## config.mk

```make
export PLATFORM = sky130hd
export DESIGN_NAME = detection_sm_multi
export DESIGN_NICKNAME = d
export VERILOG_FILES = /design/src/rtl/detection_sm_multi.sv
export SDC_FILE = /design/constraint.sdc
export NUM_CORES = 1
export LEC_CHECK = 0
export CAP_MARGIN = 5
export CORE_MARGIN = 2
export CORE_UTILIZATION = 46
export CTS_BUF_LIST = sky130_fd_sc_hd__clkbuf_2
export CTS_CLUSTER_SIZE = 20
export DETAILED_ROUTE_END_ITERATION = 16
export GPL_ROUTABILITY_DRIVEN = 0
export PLACE_DENSITY_LB_ADDON = 0.3
export SLEW_MARGIN = 40
export SYNTH_ARGS = -nofsm -noshare
export SYNTH_HDL_FRONTEND = slang
export SYNTH_SLANG_ARGS = --single-unit
```

## constraint.sdc

```tcl
create_clock -name clk -period 2.3 [get_ports clk]
set_input_delay 0.46 -clock clk [delete_from_list [all_inputs] [get_ports clk]]
set_output_delay 0.46 -clock clk [all_outputs]
set_load 0.02 [all_outputs]
```

## src/rtl/detection_sm_multi.sv

```systemverilog
// detection_sm_multi: sequences one frame capture followed by N_WIN back-to-back
// classifier passes over the stored frame and collects a per-pass hit mask.
// It also owns the frame-buffer port-A mux. Each pass has a timeout, and an
// auto-run mode restarts capture after every result.
//
// Ports:
//   clk, rst            clock, synchronous active-high reset
//   cont_in, auto_run   start request (pulse) / continuous restart enable
//   cap_done            camera frame complete (rising edge used)
//   write_en_in,wr_addr camera write port, routed to port A during CAPTURE
//   classifier_rd_addr  classifier read address, routed to port A during DETECT
//   detect_done         classifier pass complete (rising edge used)
//   detected_flag       classifier result, sampled on detect_done rise
//   detect_en, win_idx  classifier enable / current pass index
//   address_a_out, write_en_out  frame-buffer port A
//   hit_mask, any_hit   per-pass results and their OR
//   result_valid        one-cycle pulse when results are final
//   timeout_err         a pass in the last frame timed out
//   state_out           IDLE=0, CAPTURE=1, DETECT=2, DONE=3
module detection_sm_multi #(
  parameter int unsigned ADDR_W      = 15,
  parameter int unsigned N_WIN       = 4,
  parameter int unsigned WIN_W       = 2,
  parameter int unsigned TMO_W       = 16,
  parameter int unsigned TIMEOUT_CYC = 50000
) (
  input  logic              clk,
  input  logic              rst,
  input  logic              cont_in,
  input  logic              auto_run,
  input  logic              cap_done,
  input  logic              write_en_in,
  input  logic [ADDR_W-1:0] wr_addr,
  input  logic [ADDR_W-1:0] classifier_rd_addr,
  input  logic              detect_done,
  input  logic              detected_flag,
  output logic              detect_en,
  output logic [WIN_W-1:0]  win_idx,
  output logic [ADDR_W-1:0] address_a_out,
  output logic              write_en_out,
  output logic [N_WIN-1:0]  hit_mask,
  output logic              any_hit,
  output logic              result_valid,
  output logic              timeout_err,
  output logic [1:0]        state_out
);

  typedef enum logic [1:0] {
    S_IDLE    = 2'd0,
    S_CAPTURE = 2'd1,
    S_DETECT  = 2'd2,
    S_DONE    = 2'd3
  } state_e;

  state_e             state_q;
  logic               cap_done_q;
  logic               detect_done_q;
  logic               detect_en_q;
  logic [WIN_W-1:0]   win_idx_q;
  logic [N_WIN-1:0]   hit_mask_q;
  logic               any_hit_q;
  logic               result_valid_q;
  logic               timeout_err_q;
  logic [TMO_W-1:0]   tmo_cnt_q;

  logic               cap_rise;
  logic               det_rise;
  logic               tmo_hit;
  logic               pass_end;
  logic               last_pass;
  logic [N_WIN-1:0]   hit_mask_d;

  assign cap_rise  = cap_done & ~cap_done_q;
  assign det_rise  = detect_done & ~detect_done_q;
  assign tmo_hit   = (tmo_cnt_q == TMO_W'(TIMEOUT_CYC - 1));
  // A pass ends on the classifier answer or on timeout; the answer wins a tie.
  assign pass_end  = (state_q == S_DETECT) && detect_en_q && (det_rise || tmo_hit);
  assign last_pass = (win_idx_q == WIN_W'(N_WIN - 1));

  // Hit mask including the result of a pass ending this cycle.
  always_comb begin
    hit_mask_d = hit_mask_q;
    if (pass_end) begin
      for (int unsigned i = 0; i < N_WIN; i++) begin
        if (WIN_W'(i) == win_idx_q) hit_mask_d[i] = det_rise & detected_flag;
      end
    end
  end

  // Control FSM with registered outputs.
  always_ff @(posedge clk) begin
    if (rst) begin
      state_q        <= S_IDLE;
      cap_done_q     <= 1'b0;
      detect_done_q  <= 1'b0;
      detect_en_q    <= 1'b0;
      win_idx_q      <= '0;
      hit_mask_q     <= '0;
      any_hit_q      <= 1'b0;
      result_valid_q <= 1'b0;
      timeout_err_q  <= 1'b0;
      tmo_cnt_q      <= '0;
    end else begin
      cap_done_q     <= cap_done;
      detect_done_q  <= detect_done;
      result_valid_q <= 1'b0;
      unique case (state_q)
        S_IDLE: begin
          if (cont_in || auto_run) state_q <= S_CAPTURE;
        end
        S_CAPTURE: begin
          if (cap_rise) begin
            state_q       <= S_DETECT;
            detect_en_q   <= 1'b1;
            win_idx_q     <= '0;
            hit_mask_q    <= '0;
            any_hit_q     <= 1'b0;
            timeout_err_q <= 1'b0;
            tmo_cnt_q     <= '0;
          end
        end
        S_DETECT: begin
          if (detect_en_q) begin
            tmo_cnt_q <= tmo_cnt_q + TMO_W'(1);
            if (pass_end) begin
              detect_en_q <= 1'b0;
              hit_mask_q  <= hit_mask_d;
              if (!det_rise) timeout_err_q <= 1'b1;
              if (last_pass) begin
                state_q        <= S_DONE;
                result_valid_q <= 1'b1;
                any_hit_q      <= |hit_mask_d;
              end
            end
          end else begin
            // One-cycle classifier restart gap between passes.
            win_idx_q   <= win_idx_q + WIN_W'(1);
            tmo_cnt_q   <= '0;
            detect_en_q <= 1'b1;
          end
        end
        S_DONE: begin
          state_q <= S_IDLE;
        end
        default: state_q <= S_IDLE;
      endcase
    end
  end

  // Frame-buffer port-A mux, decoded from state.
  always_comb begin
    address_a_out = '0;
    write_en_out  = 1'b0;
    if (state_q == S_CAPTURE) begin
      address_a_out = wr_addr;
      write_en_out  = write_en_in;
    end else if (state_q == S_DETECT) begin
      address_a_out = classifier_rd_addr;
    end
  end

  assign detect_en    = detect_en_q;
  assign win_idx      = win_idx_q;
  assign hit_mask     = hit_mask_q;
  assign any_hit      = any_hit_q;
  assign result_valid = result_valid_q;
  assign timeout_err  = timeout_err_q;
  assign state_out    = state_q;

endmodule

```

==> results.cfg <==
[timing]
fmax_mhz = 456
worst_clock_skew_ns = 0.0141
fin_worst_hold_slack_ns = 0.481
layout_min_cycle_time_ns = 2.19
max_slew_margin_pct = 62.3
final_cycle_share_pct = 95.4
hold_viol_final = 0
number_of_pins_with_negative_max_slew_slack_in_the_final_report = 0
setup_viol_count_final = 0
rsz_0062_raised_after_global_routing = no
worst_slew_pin_slew_ns = 0.561

[critical_path]
reg2regPathDepth = 5
crit_path_max_fanout = 5
data_required_critical_path_ns = 2.57
reg_to_reg_critical_path_startpoint = tmo_cnt_q[4]$_SDFFE_PP0P_
worst_setup_path_start_kind = flop
critPathArrivalTime_ns = 2.46
crit_end = any_hit$_SDFFE_PP0P_
setup.worst_path.end_class = flop
critical_path.startpoint = tmo_cnt_q[4]$_SDFFE_PP0P_
regToRegSetupSlack_ns = 0.11
worst-setup-path-type = flop to flop
reg2reg_to = any_hit$_SDFFE_PP0P_

[pwr]
p_total_mw = 2.04
combinationalPowerShare_pct = 53.1
leakage_nw = 0.931
switching_share_pct = 42.0
power_per_cell_area_nw_per_um2 = 815
power.switching_uw = 858
seq_power_share_pct = 29.4
power_report.internal_total_mw = 1.18
power.ir.vdd_worst_uv = 389
clock_power_share_pct = 17.5

[min_path]
min_path_type = flop to flop

[global_routing]
grtUsageTotal_pct = 23.6
grt_pass1_wl_mm = 7.85
antenna_violations_before_repair = 0
first_global_vias = 1628
grt.overflow.total = 0
pin_count_of_the_biggest_net_entering_global_routing = 26

[routing]
drt.antenna.violating_nets = 0
routed_wire_length_per_instance_um = 14.3
drt-vias-per-instance = 5.44
wl_mm = 4.79
drc_violation_count_after_routing = 0
routed.top_layer = met4
routed-wl-met2_mm = 2.10
via_count = 1818
drt_iter0_drcs = 127
routed-wl-met3_um = 274
detailed_routing_wirelength_on_met1_mm = 2.35
drt_pre_antenna_iters = 4

[cts]
worst_skew_pair.late_latency_ns = 0.36
tritoncts_num_sinks = 30
clockRootBuffer = sky130_fd_sc_hd__clkbuf_2
postCtsSetupRepairBufs = 0
cts_tree = built
cts_buffer_depth = 2
post_cts_hold_buffer_count = 0
cts_made_buffers = 5
post_cts_resize_count = 32
worst_setup_hold_path_clk_slew_ns = 0.15
clock_tree.htree_level_count = 2

[floorplan]
chipHeight_um = 65.8
core_area_um2 = 3660
fp.dieArea_um2 = 4330
initial_cell_density_of_the_core_pct = 48.0
rows = 22
fp.dieW_um = 65.8
ios = 66

[placement]
dp_hpwl_mm = 3.66
placed_cells = 327
placedInstanceArea_um2 = 2520
port_buffers = 65

[finish]
post_layout_nonfiller_instances = 334
flow.area_growth_from_synthesis_pct = 42.6
drive_gt1_share_pct = 13.3
fin_util_pct = 68.5
layout.cells.most_common = sky130_fd_sc_hd__clkdlybuf4s50_1
final_nets = 333
layout.cell_area.non_filler_um2 = 2510
antennaDiodeCount = 0
final_cell_mix = 49 x sky130_fd_sc_hd__clkdlybuf4s50_1, 28 x sky130_fd_sc_hd__dfxtp_1, 23 x sky130_fd_sc_hd__nor2_1, 20 x sky130_fd_sc_hd__clkbuf_2, 19 x sky130_fd_sc_hd__nand2_1

[synth]
postSynthCellCount = 212
yosys.cell_types.count = 40
synth_seq_area_share_pct = 34.2
ys_seq_elements = 30
mappedNetlistArea_um2 = 1760
ys_warn_count = 0
syn-num-nets = 259
synth.avg_cell_area_um2 = 8.29

[job]
drv_cap = 0

[status]
status = complete, no violations
through the flow:
stage	setup TNS, ns	setup slack, ns
finish	0	0.107
global route	0	0.00643
CTS	-0.000863	-0.000863
detailed placement	0	0.0978
global placement	0	0.123
floorplan	0	0.0187
cells by family (layout without fill, tap and decap cells):
| logic type | Yosys count | count (layout) | synth area share [%] |
|---|---|---|---|
| AO/OA/AOI/OAI | 58 | 58 | 24.0 |
| XOR/XNOR | 13 | 13 | 6.48 |
| adder cells (fa/ha/maj) | 9 | 9 | 6.41 |
| buffers and inverters | 15 | 89 | 3.27 |
| flip-flops | 30 | 30 | 34.2 |
| AND/OR/NAND/NOR | 87 | 87 | 25.7 |
worst min-delay path by stage:
stage / from / endpoint / slack (ns) / cells past startpoint
2_1_floorplan: tmo_cnt_q[1]$_SDFFE_PP0P_ / tmo_cnt_q[1]$_SDFFE_PP0P_ / 0.45 / 2
6_report: any_hit$_SDFFE_PP0P_ / any_hit$_SDFFE_PP0P_ / 0.48 / 1
3_3_place_gp: any_hit$_SDFFE_PP0P_ / any_hit$_SDFFE_PP0P_ / 0.46 / 1
4_1_cts: any_hit$_SDFFE_PP0P_ / any_hit$_SDFFE_PP0P_ / 0.49 / 1
5_1_grt: tmo_cnt_q[1]$_SDFFE_PP0P_ / tmo_cnt_q[1]$_SDFFE_PP0P_ / 0.51 / 2
3_5_place_dp: any_hit$_SDFFE_PP0P_ / any_hit$_SDFFE_PP0P_ / 0.45 / 1
routing by layer:
| metal | GRT usage [%] | up-vias |
|---|---|---|
| li1 | - | 926 |
| met1 | 31.2 | 833 |
| met4 | 8.07 | 0 |
| met3 | 5.45 | 9 |
| met5 | 0 | - |
| met2 | 37.8 | 50 |
power groups by stage:
stage / clock (mW) / combinational [mW] / sequential (mW)
2_1_floorplan: 0 / 0.654 / 0.638
3_3_place_gp: 0 / 1.16 / 0.607
3_5_place_dp: 0 / 1.17 / 0.609
4_1_cts: 0.368 / 1.13 / 0.599
5_1_grt: 0.388 / 1.20 / 0.607
6_report: 0.359 / 1.08 / 0.600
flip-flops by register name, summed over array words and instances, names as in the netlist:
register / flops
cap_done_q: 1
detect_en: 1
any_hit: 1
tmo_cnt_q: 16
hit_mask: 4
win_idx: 2
result_valid: 1
timeout_err: 1
detect_done_q: 1
state_out: 2
worst max-delay path, stage by stage, from the launching register on:
cell and delay [ns]:
sky130_fd_sc_hd__dfxtp_1 0.38, sky130_fd_sc_hd__or4_4 0.55, sky130_fd_sc_hd__or4_4 0.53, sky130_fd_sc_hd__a211oi_1 0.27
sky130_fd_sc_hd__o22ai_1 0.12, sky130_fd_sc_hd__a32o_1 0.25
final cells by class:
| type | count | area (um2) |
|---|---|---|
| Fill cell | 313 | 1150 |
| Multi-Input combinational cell | 167 | 1100 |
| Timing Repair Buffer | 76 | 662 |
| Sequential cell | 30 | 603 |
| Tap cell | 48 | 60.1 |
| Clock inverter | 2 | 33.8 |
| Clock buffer | 5 | 25.0 |
| Inverter | 6 | 22.5 |
cell usage after synthesis:
library cell	count	area share (%)
sky130_fd_sc_hd__nand2b_1	5	1.8
sky130_fd_sc_hd__inv_1	6	1.3
sky130_fd_sc_hd__a311oi_1	1	0.50
sky130_fd_sc_hd__o21ai_0	11	3.1
sky130_fd_sc_hd__a22oi_1	1	0.43
sky130_fd_sc_hd__ha_1	9	6.4
sky130_fd_sc_hd__nand2_1	19	4.1
sky130_fd_sc_hd__a21oi_2	1	0.50
sky130_fd_sc_hd__or4_4	2	1.3
sky130_fd_sc_hd__nor3b_1	2	0.85
sky130_fd_sc_hd__a22o_1	15	7.5
sky130_fd_sc_hd__a21boi_0	1	0.43
sky130_fd_sc_hd__o211ai_1	1	0.43
sky130_fd_sc_hd__and3_1	1	0.36
sky130_fd_sc_hd__a2111o_1	1	0.64
sky130_fd_sc_hd__nor3b_2	1	0.71
sky130_fd_sc_hd__a21oi_1	10	2.8
sky130_fd_sc_hd__or3_1	2	0.71
sky130_fd_sc_hd__buf_2	1	0.28
sky130_fd_sc_hd__nand3_1	6	1.7
sky130_fd_sc_hd__nor2b_1	5	1.8
sky130_fd_sc_hd__and4_1	1	0.50
sky130_fd_sc_hd__nand4_1	4	1.4
sky130_fd_sc_hd__a211oi_1	3	1.3
sky130_fd_sc_hd__o22ai_1	1	0.36
sky130_fd_sc_hd__nor4_1	2	0.71
sky130_fd_sc_hd__xnor2_1	6	3.0
sky130_fd_sc_hd__xor2_1	7	3.5
sky130_fd_sc_hd__o2111ai_1	4	2.0
sky130_fd_sc_hd__nand3b_1	2	0.85
sky130_fd_sc_hd__a21o_1	2	0.85
sky130_fd_sc_hd__clkbuf_1	8	1.7
sky130_fd_sc_hd__a2111oi_0	1	0.50
sky130_fd_sc_hd__dfxtp_1	30	34
sky130_fd_sc_hd__nor3_1	7	2.0
sky130_fd_sc_hd__nor2_1	23	4.9
sky130_fd_sc_hd__a32o_1	4	2.3
sky130_fd_sc_hd__a31oi_1	1	0.36
sky130_fd_sc_hd__nand4b_1	2	1.0
sky130_fd_sc_hd__and2_1	3	1.1
Power figures use the tool's default switching activity.
